==> config.mk <==
export PLATFORM = sky130hd
export DESIGN_NAME = alu_regfile_param
export DESIGN_NICKNAME = d
export VERILOG_FILES = /design/src/rtl/alu_regfile_pkg.sv /design/src/rtl/alu_mul_seq.sv /design/src/rtl/alu_regfile_param.sv
export SDC_FILE = /design/constraint.sdc
export NUM_CORES = 1
export LEC_CHECK = 0
export ABC_AREA = 1
export CAP_MARGIN = 20
export CORE_MARGIN = 5
export CORE_UTILIZATION = 60
export DETAILED_ROUTE_END_ITERATION = 8
export PLACE_DENSITY_LB_ADDON = 0.08
export SLEW_MARGIN = 20
export SYNTH_ARGS = -nofsm -noshare
export SYNTH_HDL_FRONTEND = slang
export SYNTH_SLANG_ARGS = --single-unit
==> constraint.sdc <==
create_clock -name clk -period 4 [get_ports clk]
set_input_delay 0.6 -clock clk [delete_from_list [all_inputs] [get_ports clk]]
set_output_delay 0.6 -clock clk [all_outputs]
set_load 0.05 [all_outputs]
==> src/rtl/alu_regfile_pkg.sv <==
// alu_regfile_pkg
// Shared definitions for the parametrised ALU / register-file core:
//   - opcode encodings (4-bit op field)
//   - bit positions inside the 4-bit flags word {Z,N,V,C}
//   - multiplier sequencer state encoding
//   - addr_w(): register-file index width, never narrower than one bit
package alu_regfile_pkg;

  localparam logic [3:0] OP_ADD       = 4'd0;
  localparam logic [3:0] OP_SUB       = 4'd1;
  localparam logic [3:0] OP_AND       = 4'd2;
  localparam logic [3:0] OP_OR        = 4'd3;
  localparam logic [3:0] OP_XOR       = 4'd4;
  localparam logic [3:0] OP_SHL       = 4'd5;
  localparam logic [3:0] OP_PASS_A    = 4'd6;
  localparam logic [3:0] OP_PASS_B    = 4'd7;
  localparam logic [3:0] OP_REG_WRITE = 4'd8;
  localparam logic [3:0] OP_REG_READ  = 4'd9;
  localparam logic [3:0] OP_ADD_REG   = 4'd10;
  localparam logic [3:0] OP_SUB_REG   = 4'd11;
  localparam logic [3:0] OP_MUL       = 4'd12;
  localparam logic [3:0] OP_ADDC      = 4'd13;
  localparam logic [3:0] OP_CMP       = 4'd14;
  localparam logic [3:0] OP_NOP       = 4'd15;

  localparam int FLAG_Z = 3;
  localparam int FLAG_N = 2;
  localparam int FLAG_V = 1;
  localparam int FLAG_C = 0;

  typedef enum logic {
    MUL_IDLE = 1'b0,
    MUL_RUN  = 1'b1
  } mul_state_e;

  function automatic int addr_w(input int nreg);
    return (nreg <= 2) ? 1 : $clog2(nreg);
  endfunction

endpackage

==> src/rtl/alu_mul_seq.sv <==
// alu_mul_seq
// Iterative shift-add multiplier. One partial product per clock; the first
// one is folded into the start edge so the full product is ready in the
// last busy cycle and the caller can capture it DATA_W edges after start.
// Ports:
//   clk, rst  : clock, synchronous active-high reset (aborts a multiply)
//   start     : begin a multiply of a*b (only honoured while idle)
//   a, b      : operands, sampled on the start edge
//   busy      : high while a multiply is in flight (this is the FSM state:
//               busy == (state == MUL_RUN))
//   done      : high in the final busy cycle; product is valid then
//   product   : full 2*DATA_W-bit product (accumulator)
module alu_mul_seq
  import alu_regfile_pkg::*;
#(
  parameter int DATA_W = 8
) (
  input  logic                  clk,
  input  logic                  rst,
  input  logic                  start,
  input  logic [DATA_W-1:0]     a,
  input  logic [DATA_W-1:0]     b,
  output logic                  busy,
  output logic                  done,
  output logic [2*DATA_W-1:0]   product
);

  localparam int CNT_W = $clog2(DATA_W + 1);
  localparam logic [CNT_W-1:0] LAST_STEP = CNT_W'(DATA_W);

  mul_state_e state_q, state_d;

  logic [2*DATA_W-1:0] acc_q;
  logic [2*DATA_W-1:0] mcand_q;
  logic [DATA_W-1:0]   mplier_q;
  logic [CNT_W-1:0]    cnt_q;

  // cnt_q counts partial products already accumulated.
  always_comb begin
    state_d = state_q;
    case (state_q)
      MUL_IDLE: if (start) state_d = MUL_RUN;
      MUL_RUN:  if (cnt_q == LAST_STEP) state_d = MUL_IDLE;
      default:  state_d = MUL_IDLE;
    endcase
  end

  always_ff @(posedge clk) begin
    if (rst) begin
      state_q  <= MUL_IDLE;
      acc_q    <= '0;
      mcand_q  <= '0;
      mplier_q <= '0;
      cnt_q    <= '0;
    end else begin
      state_q <= state_d;
      if (state_q == MUL_IDLE && start) begin
        // Partial product for b[0] is taken on the start edge.
        acc_q    <= b[0] ? {{DATA_W{1'b0}}, a} : '0;
        mcand_q  <= {{DATA_W{1'b0}}, a} << 1;
        mplier_q <= b >> 1;
        cnt_q    <= CNT_W'(1);
      end else if (state_q == MUL_RUN && cnt_q != LAST_STEP) begin
        if (mplier_q[0]) acc_q <= acc_q + mcand_q;
        mcand_q  <= mcand_q << 1;
        mplier_q <= mplier_q >> 1;
        cnt_q    <= cnt_q + CNT_W'(1);
      end
    end
  end

  assign busy    = (state_q == MUL_RUN);
  assign done    = busy && (cnt_q == LAST_STEP);
  assign product = acc_q;

endmodule

==> src/rtl/alu_regfile_param.sv <==
// alu_regfile_param
// Arithmetic core with a small register file. Single-cycle ops update the
// registered result/flags on the accepting edge; MUL runs on the sequential
// multiplier and lands DATA_W edges after acceptance.
// Handshake: an op is taken on a rising edge where in_valid && in_ready.
//   in_ready = ~busy & ~rst. A source that sees in_ready low holds in_valid
//   and its operands stable until the accepting edge. out_valid is a
//   one-cycle pulse marking each completed op; result/flags hold between.
// Ports:
//   clk, rst           : clock, synchronous active-high reset
//   in_valid, in_ready : request handshake
//   op, a, b, addr     : opcode, operands, register index
//   out_valid          : completion pulse
//   result, flags      : registered result and {Z,N,V,C}
module alu_regfile_param
  import alu_regfile_pkg::*;
#(
  parameter int DATA_W = 8,
  parameter int NREG   = 8,
  parameter int ADDR_W = addr_w(NREG)
) (
  input  logic              clk,
  input  logic              rst,
  input  logic              in_valid,
  output logic              in_ready,
  input  logic [3:0]        op,
  input  logic [DATA_W-1:0] a,
  input  logic [DATA_W-1:0] b,
  input  logic [ADDR_W-1:0] addr,
  output logic              out_valid,
  output logic [DATA_W-1:0] result,
  output logic [3:0]        flags
);

  localparam int MSB = DATA_W - 1;

  logic [DATA_W-1:0] regs [NREG];

  logic                mul_busy;
  logic                mul_done;
  logic [2*DATA_W-1:0] mul_product;
  logic                accept;
  logic                addr_ok;
  logic [DATA_W-1:0]   rd_data;

  logic [DATA_W-1:0]   opnd_b;
  logic                cin;
  logic [DATA_W:0]     sum_w;
  logic [DATA_W:0]     diff_w;
  logic                v_add;
  logic                v_sub;
  logic [DATA_W-1:0]   calc;
  logic                calc_c;
  logic                calc_v;
  logic                upd_result;
  logic                upd_flags;
  logic [3:0]          new_flags;

  logic [DATA_W-1:0]   mul_lo;
  logic                mul_hi_nz;

  assign in_ready = ~mul_busy & ~rst;
  assign accept   = in_valid & in_ready;

  // Out-of-range indices read as zero and never write.
  assign addr_ok = (int'(addr) < NREG);
  assign rd_data = addr_ok ? regs[addr] : '0;

  alu_mul_seq #(.DATA_W(DATA_W)) u_mul (
    .clk     (clk),
    .rst     (rst),
    .start   (accept && (op == OP_MUL)),
    .a       (a),
    .b       (b),
    .busy    (mul_busy),
    .done    (mul_done),
    .product (mul_product)
  );

  assign mul_lo    = mul_product[DATA_W-1:0];
  assign mul_hi_nz = |mul_product[2*DATA_W-1:DATA_W];

  always_comb begin
    opnd_b     = (op == OP_ADD_REG || op == OP_SUB_REG) ? rd_data : b;
    cin        = (op == OP_ADDC) ? flags[FLAG_C] : 1'b0;
    sum_w      = {1'b0, a} + {1'b0, opnd_b} + {{DATA_W{1'b0}}, cin};
    diff_w     = {1'b0, a} - {1'b0, opnd_b};
    v_add      = (a[MSB] == opnd_b[MSB]) && (sum_w[MSB] != a[MSB]);
    v_sub      = (a[MSB] != opnd_b[MSB]) && (diff_w[MSB] != a[MSB]);
    calc       = result;
    calc_c     = 1'b0;
    calc_v     = 1'b0;
    upd_result = 1'b1;
    upd_flags  = 1'b1;
    case (op)
      OP_ADD, OP_ADDC, OP_ADD_REG: begin
        calc   = sum_w[DATA_W-1:0];
        calc_c = sum_w[DATA_W];
        calc_v = v_add;
      end
      OP_SUB, OP_SUB_REG, OP_CMP: begin
        // diff_w[DATA_W] is the borrow: set exactly when a < operand.
        calc       = diff_w[DATA_W-1:0];
        calc_c     = diff_w[DATA_W];
        calc_v     = v_sub;
        upd_result = (op != OP_CMP);
      end
      OP_AND:    calc = a & b;
      OP_OR:     calc = a | b;
      OP_XOR:    calc = a ^ b;
      OP_SHL: begin
        calc   = a << 1;
        calc_c = a[MSB];
      end
      OP_PASS_A:   calc = a;
      OP_PASS_B:   calc = b;
      OP_REG_READ: calc = rd_data;
      OP_REG_WRITE: begin
        calc      = a;
        upd_flags = 1'b0;
      end
      default: begin
        // MUL completes later via mul_done; NOP touches nothing.
        upd_result = 1'b0;
        upd_flags  = 1'b0;
      end
    endcase
    new_flags         = 4'b0000;
    new_flags[FLAG_Z] = (calc == '0);
    new_flags[FLAG_N] = calc[MSB];
    new_flags[FLAG_V] = calc_v;
    new_flags[FLAG_C] = calc_c;
  end

  always_ff @(posedge clk) begin
    if (rst) begin
      result    <= '0;
      flags     <= '0;
      out_valid <= 1'b0;
      regs      <= '{default: '0};
    end else begin
      out_valid <= 1'b0;
      if (mul_done) begin
        result         <= mul_lo;
        flags[FLAG_Z]  <= (mul_lo == '0);
        flags[FLAG_N]  <= mul_lo[MSB];
        flags[FLAG_V]  <= mul_hi_nz;
        flags[FLAG_C]  <= mul_hi_nz;
        out_valid      <= 1'b1;
      end else if (accept && op != OP_MUL) begin
        out_valid <= 1'b1;
        if (upd_result) result <= calc;
        if (upd_flags)  flags  <= new_flags;
        if (op == OP_REG_WRITE && addr_ok) regs[addr] <= a;
      end
    end
  end

endmodule

# ---- Word level (Yosys, flattened, before mapping)
# Cells that the tools add are included.
# W data, S select, Z words.
dict set report word_totals {
  regBits 120
  latchBits 0
  ramBits 0
  rom_bits 0
  inputBits 26
  out_inout_bits 14
  elab_cells 118
  memories 0
}
dict set report classes {
  add_sub_neg 5
  multipliers 0
  n_div 0
  order_cmp 2
  eq_ne 22
  shifts 0
  mux 34
  n_bitwise 9
  reduce_logical 28
}
# op n
set ops {}
lappend ops {{$pmux W8 S9} 1}
lappend ops {{$bwmux W64} 1}
lappend ops {{$mux W8} 8}
lappend ops {{$mux W16} 3}
lappend ops {{$eq A4 B4 Y1 const B} 8}
lappend ops {{$bmux W8 S3} 1}
lappend ops {{$demux W8 S3} 1}
lappend ops {{$mux W9} 2}
lappend ops {{$add A16 B16 Y16} 1}
lappend ops {{$eq A4 B3 Y1 const B} 4}
lappend ops {{$logic_not A8 Y1} 2}
lappend ops {{$mux W7} 2}
lappend ops {{$reduce_or A13 Y1} 1}
lappend ops {{$mux W4} 3}
lappend ops {{$ne A4 B4 Y1 const B} 3}
lappend ops {{$reduce_or A11 Y1} 1}
lappend ops {{$reduce_bool A2 Y1} 5}
lappend ops {{$add A8 B8 Y9} 1}
lappend ops {{$add A9 B1 Y9} 1}
lappend ops {{$sub A8 B8 Y9} 1}
lappend ops {{$and A8 B8 Y8} 1}
lappend ops {{$eq A4 B2 Y1 const B} 2}
lappend ops {{$logic_and A1 B1 Y1} 8}
lappend ops {{$mux W1} 8}
lappend ops {{20 further kinds} 31}

# ---- Logic depth before layout (Yosys ltp)
dict set report depth {
  word_depth 13
  mapped_depth 30
  mapped_depth_nobuf 27
}

# ---- By module
# A second synthesis with hierarchy kept.
dict set report hier_totals {
  hier_cells 1301
  area_unflattened_um2 8304.2
}
# module instances cells_per_inst area_each_um2
set modules_own_cells {}
lappend modules_own_cells {alu_regfile_param 1 916 5675.4}
lappend modules_own_cells {alu_mul_seq 1 385 2628.8}

# ---- Worst setup path before layout
# Ideal clock, no wire load.
dict set report synth_path {
  kind {input -> register}
  start {input addr[1]}
  end {register flags[3]}
  setup_time_ps 70
  arrival_time_ps 3152
  path_slack_ps 778
  path_stages 22
  path_buffers 2
  cell_sequence {buf_2 buf_1 nand2_1 nand2_1 nand2_1 nand2_1 nand2_1 nand2_1 inv_1 fa_1 fa_1 inv_1 nand2_1 a21oi_1 nor2_1 nor2_1 nand2_1 nand2_1 nand3_1 nor2_1 nand3_1 a21oi_1}
}
dict set report synth_via {
  elab_chain_len 12
  word_cells_on_any_way 13
  classes_between {3 x add/sub; 8 x mux; 1 x bitwise; 1 x reduce/logical}
}
# item line_no
set synth_rtl {}
lappend synth_rtl {{from (decl)} alu_regfile_param.sv:29} ;# input logic [ADDR_W-1:0] addr,
lappend synth_rtl {{$not A3 Y4 (not written as such) *} alu_regfile_param.sv:67} ;# assign rd_data = addr_ok ? regs[addr] : '0;
lappend synth_rtl {{$bmux W8 S3 *} alu_regfile_param.sv:67}
lappend synth_rtl {{$mux W8 (not written as such) * (2 in a row)} alu_regfile_param.sv:67}
lappend synth_rtl {{$mux W8} alu_regfile_param.sv:84} ;# opnd_b = (op == OP_ADD_REG || op == OP_SUB_REG) ? rd_data : b;
lappend synth_rtl {{$add A8 B8 Y9} alu_regfile_param.sv:86} ;# sum_w = {1'b0, a} + {1'b0, opnd_b} + {{DATA_W{1'b0}}, cin};
lappend synth_rtl {{$add A9 B1 Y9} alu_regfile_param.sv:86}
lappend synth_rtl {{$pmux W8 S9 *} alu_regfile_param.sv:95} ;# case (op)
lappend synth_rtl {{$logic_not A8 Y1 *} alu_regfile_param.sv:129} ;# new_flags[FLAG_Z] = (calc == '0);
lappend synth_rtl {{$mux W4 *} alu_regfile_param.sv:153} ;# if (upd_flags) flags <= new_flags;
lappend synth_rtl {{$mux W4 *} alu_regfile_param.sv:150} ;# end else if (accept && op != OP_MUL) begin
lappend synth_rtl {{$mux W4 *} alu_regfile_param.sv:143} ;# if (mul_done) begin
lappend synth_rtl {{to (signal, indexed assignment)} alu_regfile_param.sv:145} ;# flags[FLAG_Z] <= (mul_lo == '0);
lappend synth_rtl {{to (signal, indexed assignment)} alu_regfile_param.sv:146} ;# flags[FLAG_N] <= mul_lo[MSB];
lappend synth_rtl {{to (signal assigned)} alu_regfile_param.sv:153}
lappend synth_rtl {{to (decl)} alu_regfile_param.sv:32} ;# output logic [3:0] flags
# Every way passes the cells marked *; elsewhere a longest branch is shown, timed or not. The select of a mux whose other input is x is not followed.
# A chain may end at the register's enable or synchronous reset.

# ---- Worst setup path after layout
dict set report layout_path {
  start {input addr[0]}
  end {register flags[2]}
}
dict set report layout_via {
  elab_chain_len 11
  word_cells_on_any_way 12
  classes_between {3 x add/sub; 8 x mux; 1 x bitwise}
}
# item line_no
set layout_rtl {}
lappend layout_rtl {{$not A3 Y4 (not written as such) *} alu_regfile_param.sv:67}
lappend layout_rtl {{$bmux W8 S3 *} alu_regfile_param.sv:67}
lappend layout_rtl {{$mux W8 (not written as such) * (2 in a row)} alu_regfile_param.sv:67}
lappend layout_rtl {{$mux W8} alu_regfile_param.sv:84}
lappend layout_rtl {{$add A8 B8 Y9} alu_regfile_param.sv:86}
lappend layout_rtl {{$add A9 B1 Y9} alu_regfile_param.sv:86}
lappend layout_rtl {{$pmux W8 S9 *} alu_regfile_param.sv:95}
lappend layout_rtl {{$mux W4 *} alu_regfile_param.sv:153}
lappend layout_rtl {{$mux W4 *} alu_regfile_param.sv:150}
lappend layout_rtl {{$mux W4 *} alu_regfile_param.sv:143}
# Marks and branches as above.

==> impl_metrics.env <==
export IMPL_setup_tns_ps=0
export IMPL_cts_setup_buffers=0
export IMPL_syn_to_final_growth_pct=15.2
export IMPL_hold_viol=0
export IMPL_cts_max_path_buffers=2
export IMPL_rsz0062_at_grt="false"
export IMPL_crit_required_ps=4350
export IMPL_cts_resized_gates=0
export IMPL_gp_congestion=0.954
export IMPL_drive_above_1_share_pct=7.25
export IMPL_synth_edff_count=0
export IMPL_clock_latency_ps=420
export IMPL_finalSetupViolCount=0
export IMPL_stdcell_count=1414
export IMPL_dpl_cell_area_mm2=0.00819
export IMPL_core_mm2=0.0126
export IMPL_holdPathStages=2
export IMPL_grt_pass1_vias=7303
export IMPL_gr_total_overflow=0
export IMPL_root_buffer="clkbuf_16"
export IMPL_wl_per_cell_um=15.7
export IMPL_num_fill_cells=1103
export IMPL_ys_flop_type="dfxtp_1"
export IMPL_numCtsBuffers=17
export IMPL_yosysTopAreaCell="dfxtp_1"
export IMPL_die_area_mm2=0.0152
export IMPL_grt_max_degree=85
export IMPL_cpMostUsedCell="nand2_1"
export IMPL_dr_total_vias=8034
export IMPL_power_mw=3.34
export IMPL_rows=41
export IMPL_max_slew_margin_rel_pct=36.9
export IMPL_cp_slowest_stage_delay_ps=550
export IMPL_synth_top_area_share_pct=31.3
export IMPL_final_cell_area_mm2=0.00884
export IMPL_irDropWorstVdd_mv=0.421
export IMPL_cts_hold_repair_buffers=0
export IMPL_io_buffers=39
export IMPL_power_leakage_nw=4.19
export IMPL_worst_setup_path_start_kind="input pin"
export IMPL_slew_violations=0
export IMPL_fin_worst_skew_ps=8.37
export IMPL_status="finished clean"
export IMPL_drt_initial_drc_count=900
export IMPL_clk_transition_reported_paths_ps=60
export IMPL_worst_pin_slew_ps=947
export IMPL_finalWirelength_um=22200
export IMPL_synth_seq_cells=120
export IMPL_vias_per_cell=5.68
export IMPL_start_util_pct=61.1
export IMPL_ff2ff_path_depth=22
export IMPL_num_antenna_cells=0
export IMPL_die_y_um=123
export IMPL_powerDensity_mw_per_mm2=378
export IMPL_synth_warnings=0
export IMPL_max_freq_mhz=283
export IMPL_synth_net_count=1273
export IMPL_io_pins=40
export IMPL_hold_path_class="flop to flop"
export IMPL_utilization_pct=70.3
export IMPL_placedCellCount=1382
export IMPL_ant_nets=0
export IMPL_postSynthAreaPerCell_um2=6.42
export IMPL_maxCapViolCount=0
export IMPL_synthTopCellsByArea="dfxtp_1 31%, nand2_1 19%, a21oi_1 8.2%"
export IMPL_slowest_stage="clkdlybuf4s50_1"
export IMPL_finalCriticalPeriod_ps=3530
export IMPL_h_tree_depth=4
export IMPL_cts_tree="built"
export IMPL_synth_cell_types=47
export IMPL_cts_num_sinks=120
export IMPL_grtUsageTotal_pct=29.9
export IMPL_drcViolationCount=0
export IMPL_crit_fanout=14
export IMPL_min_period_over_period_pct=88.3
export IMPL_ys_seq_area_share_pct=31.3
export IMPL_critPathArrivalTime_ps=3880
export IMPL_finish_net_count=1307
export IMPL_antenna_found_initial=0
export IMPL_hpwl_um=15600
export IMPL_die_w_um=123
export IMPL_grt_pass1_wl_um=35800
export IMPL_synthCells=1195
export IMPL_critical_path_class="input pin to flop"
export IMPL_synthArstFlopShare_pct=0
export IMPL_drt_pass1_iterations=5
export IMPL_end_kind="flop"
export IMPL_syn_cell_area_mm2=0.00767
==> Yosys cell counts (4+ instances only) <==
cell type / instances
inv_2: 22
or2_1: 4
o211ai_1: 7
o21ai_0: 113
dfxtp_1: 120
nor2_1: 77
nand2_1: 379
a31oi_1: 18
or2_2: 4
a21oi_1: 125
ha_1: 48
clkbuf_1: 20
inv_1: 110
nor4_1: 4
buf_6: 4
buf_4: 10
nand4_1: 15
nand3_1: 55
buf_2: 10
fa_1: 4
==> sequential cells by signal, indices dropped and copies added, names as in the netlist <==
signal,flops
regs,64
u_mul.product,16
u_mul.mcand_q,15
result,8
u_mul.mplier_q,7
flags,4
u_mul.cnt_q,4
out_valid,1
u_mul.busy,1
==> placed cells by master (no fill, tap or decap), types with 3 or more instances in the layout <==
master and count:
or2_1 4, o22ai_1 3, a21oi_1 125, a221oi_1 3, inv_1 109, clkinv_2 4, nor4_1 4, nor3_1 3
o21ai_1 3, or2_2 4, o221ai_1 3, o21ai_0 113, nor2_2 3, buf_4 21, nand4_1 15, ha_1 48
a31oi_1 18, fa_1 4, clkinv_4 3, xor2_1 3, inv_2 22, dfxtp_1 120, nand3_1 55, clkdlybuf4s50_1 39
nor2_1 77, o211ai_1 7, clkbuf_16 17, bufinv_16 5, nand2_1 379, clkinv_1 3
==> worst max-delay path: cells and delay by family <==
family	cells	cell delay, ps
AND/OR/NAND/NOR	17	1240
adder cells (fa/ha/maj)	1	430
AO/OA/AOI/OAI	3	410
buffers and inverters	6	1200
==> path summary, 6_finish.rpt <==
check	slack (ps)	to	from
worst max register to register	1120	flags[3]	regs[0]
worst min register to register	450	u_mul.mplier_q[1]	u_mul.mplier_q[2]
worst min-delay path	450	u_mul.mplier_q[1]	u_mul.mplier_q[2]
worst max-delay path	470	flags[2]	addr[0]
==> where the power goes <==
part           internal (mW)  leakage, nW  switching (mW)
clock network           1.11        0.314           0.571
logic                  0.144         2.91           0.299
registers               1.21        0.968          0.0115
total                   2.46         4.19           0.882
==> area by class of cell <==
cell class	count	area, um^2	share of cell area (%)
flip-flops and latches	120	2400	27.2
repair buffers	60	548	6.20
well taps	172	215	2.43
clock buffers	17	425	4.81
inverters	136	514	5.82
multi-input cells	894	4510	51.0
clock inverters	15	224	2.53
==> logic make-up (layout without fill, tap and decap cells) <==
family	count (synthesis)	in the layout	synth area share [%]
fa+ha+maj	52	52	8.87
flops	120	120	31.3
buf+inv	181	228	9.93
simple gates	553	553	29.6
xor+xnor	4	4	0.457
compound gates	285	285	19.8
==> metal layers <==
metal  GRT usage, %  wire [um]
met5              0          0
met1           40.2       9800
met3           5.58       1630
met4           11.0        666
met2           48.1      10100
==> per-stage QoR <==
| stage | hold WS, ps | setup slack, ps |
|---|---|---|
| floorplan | 429 | 778 |
| global placement | 446 | 142 |
| finish | 455 | 468 |
| global route | 500 | 86.4 |
| detailed placement | 447 | 65.1 |
| CTS | 453 | 501 |
Power figures use the tool's default switching activity.
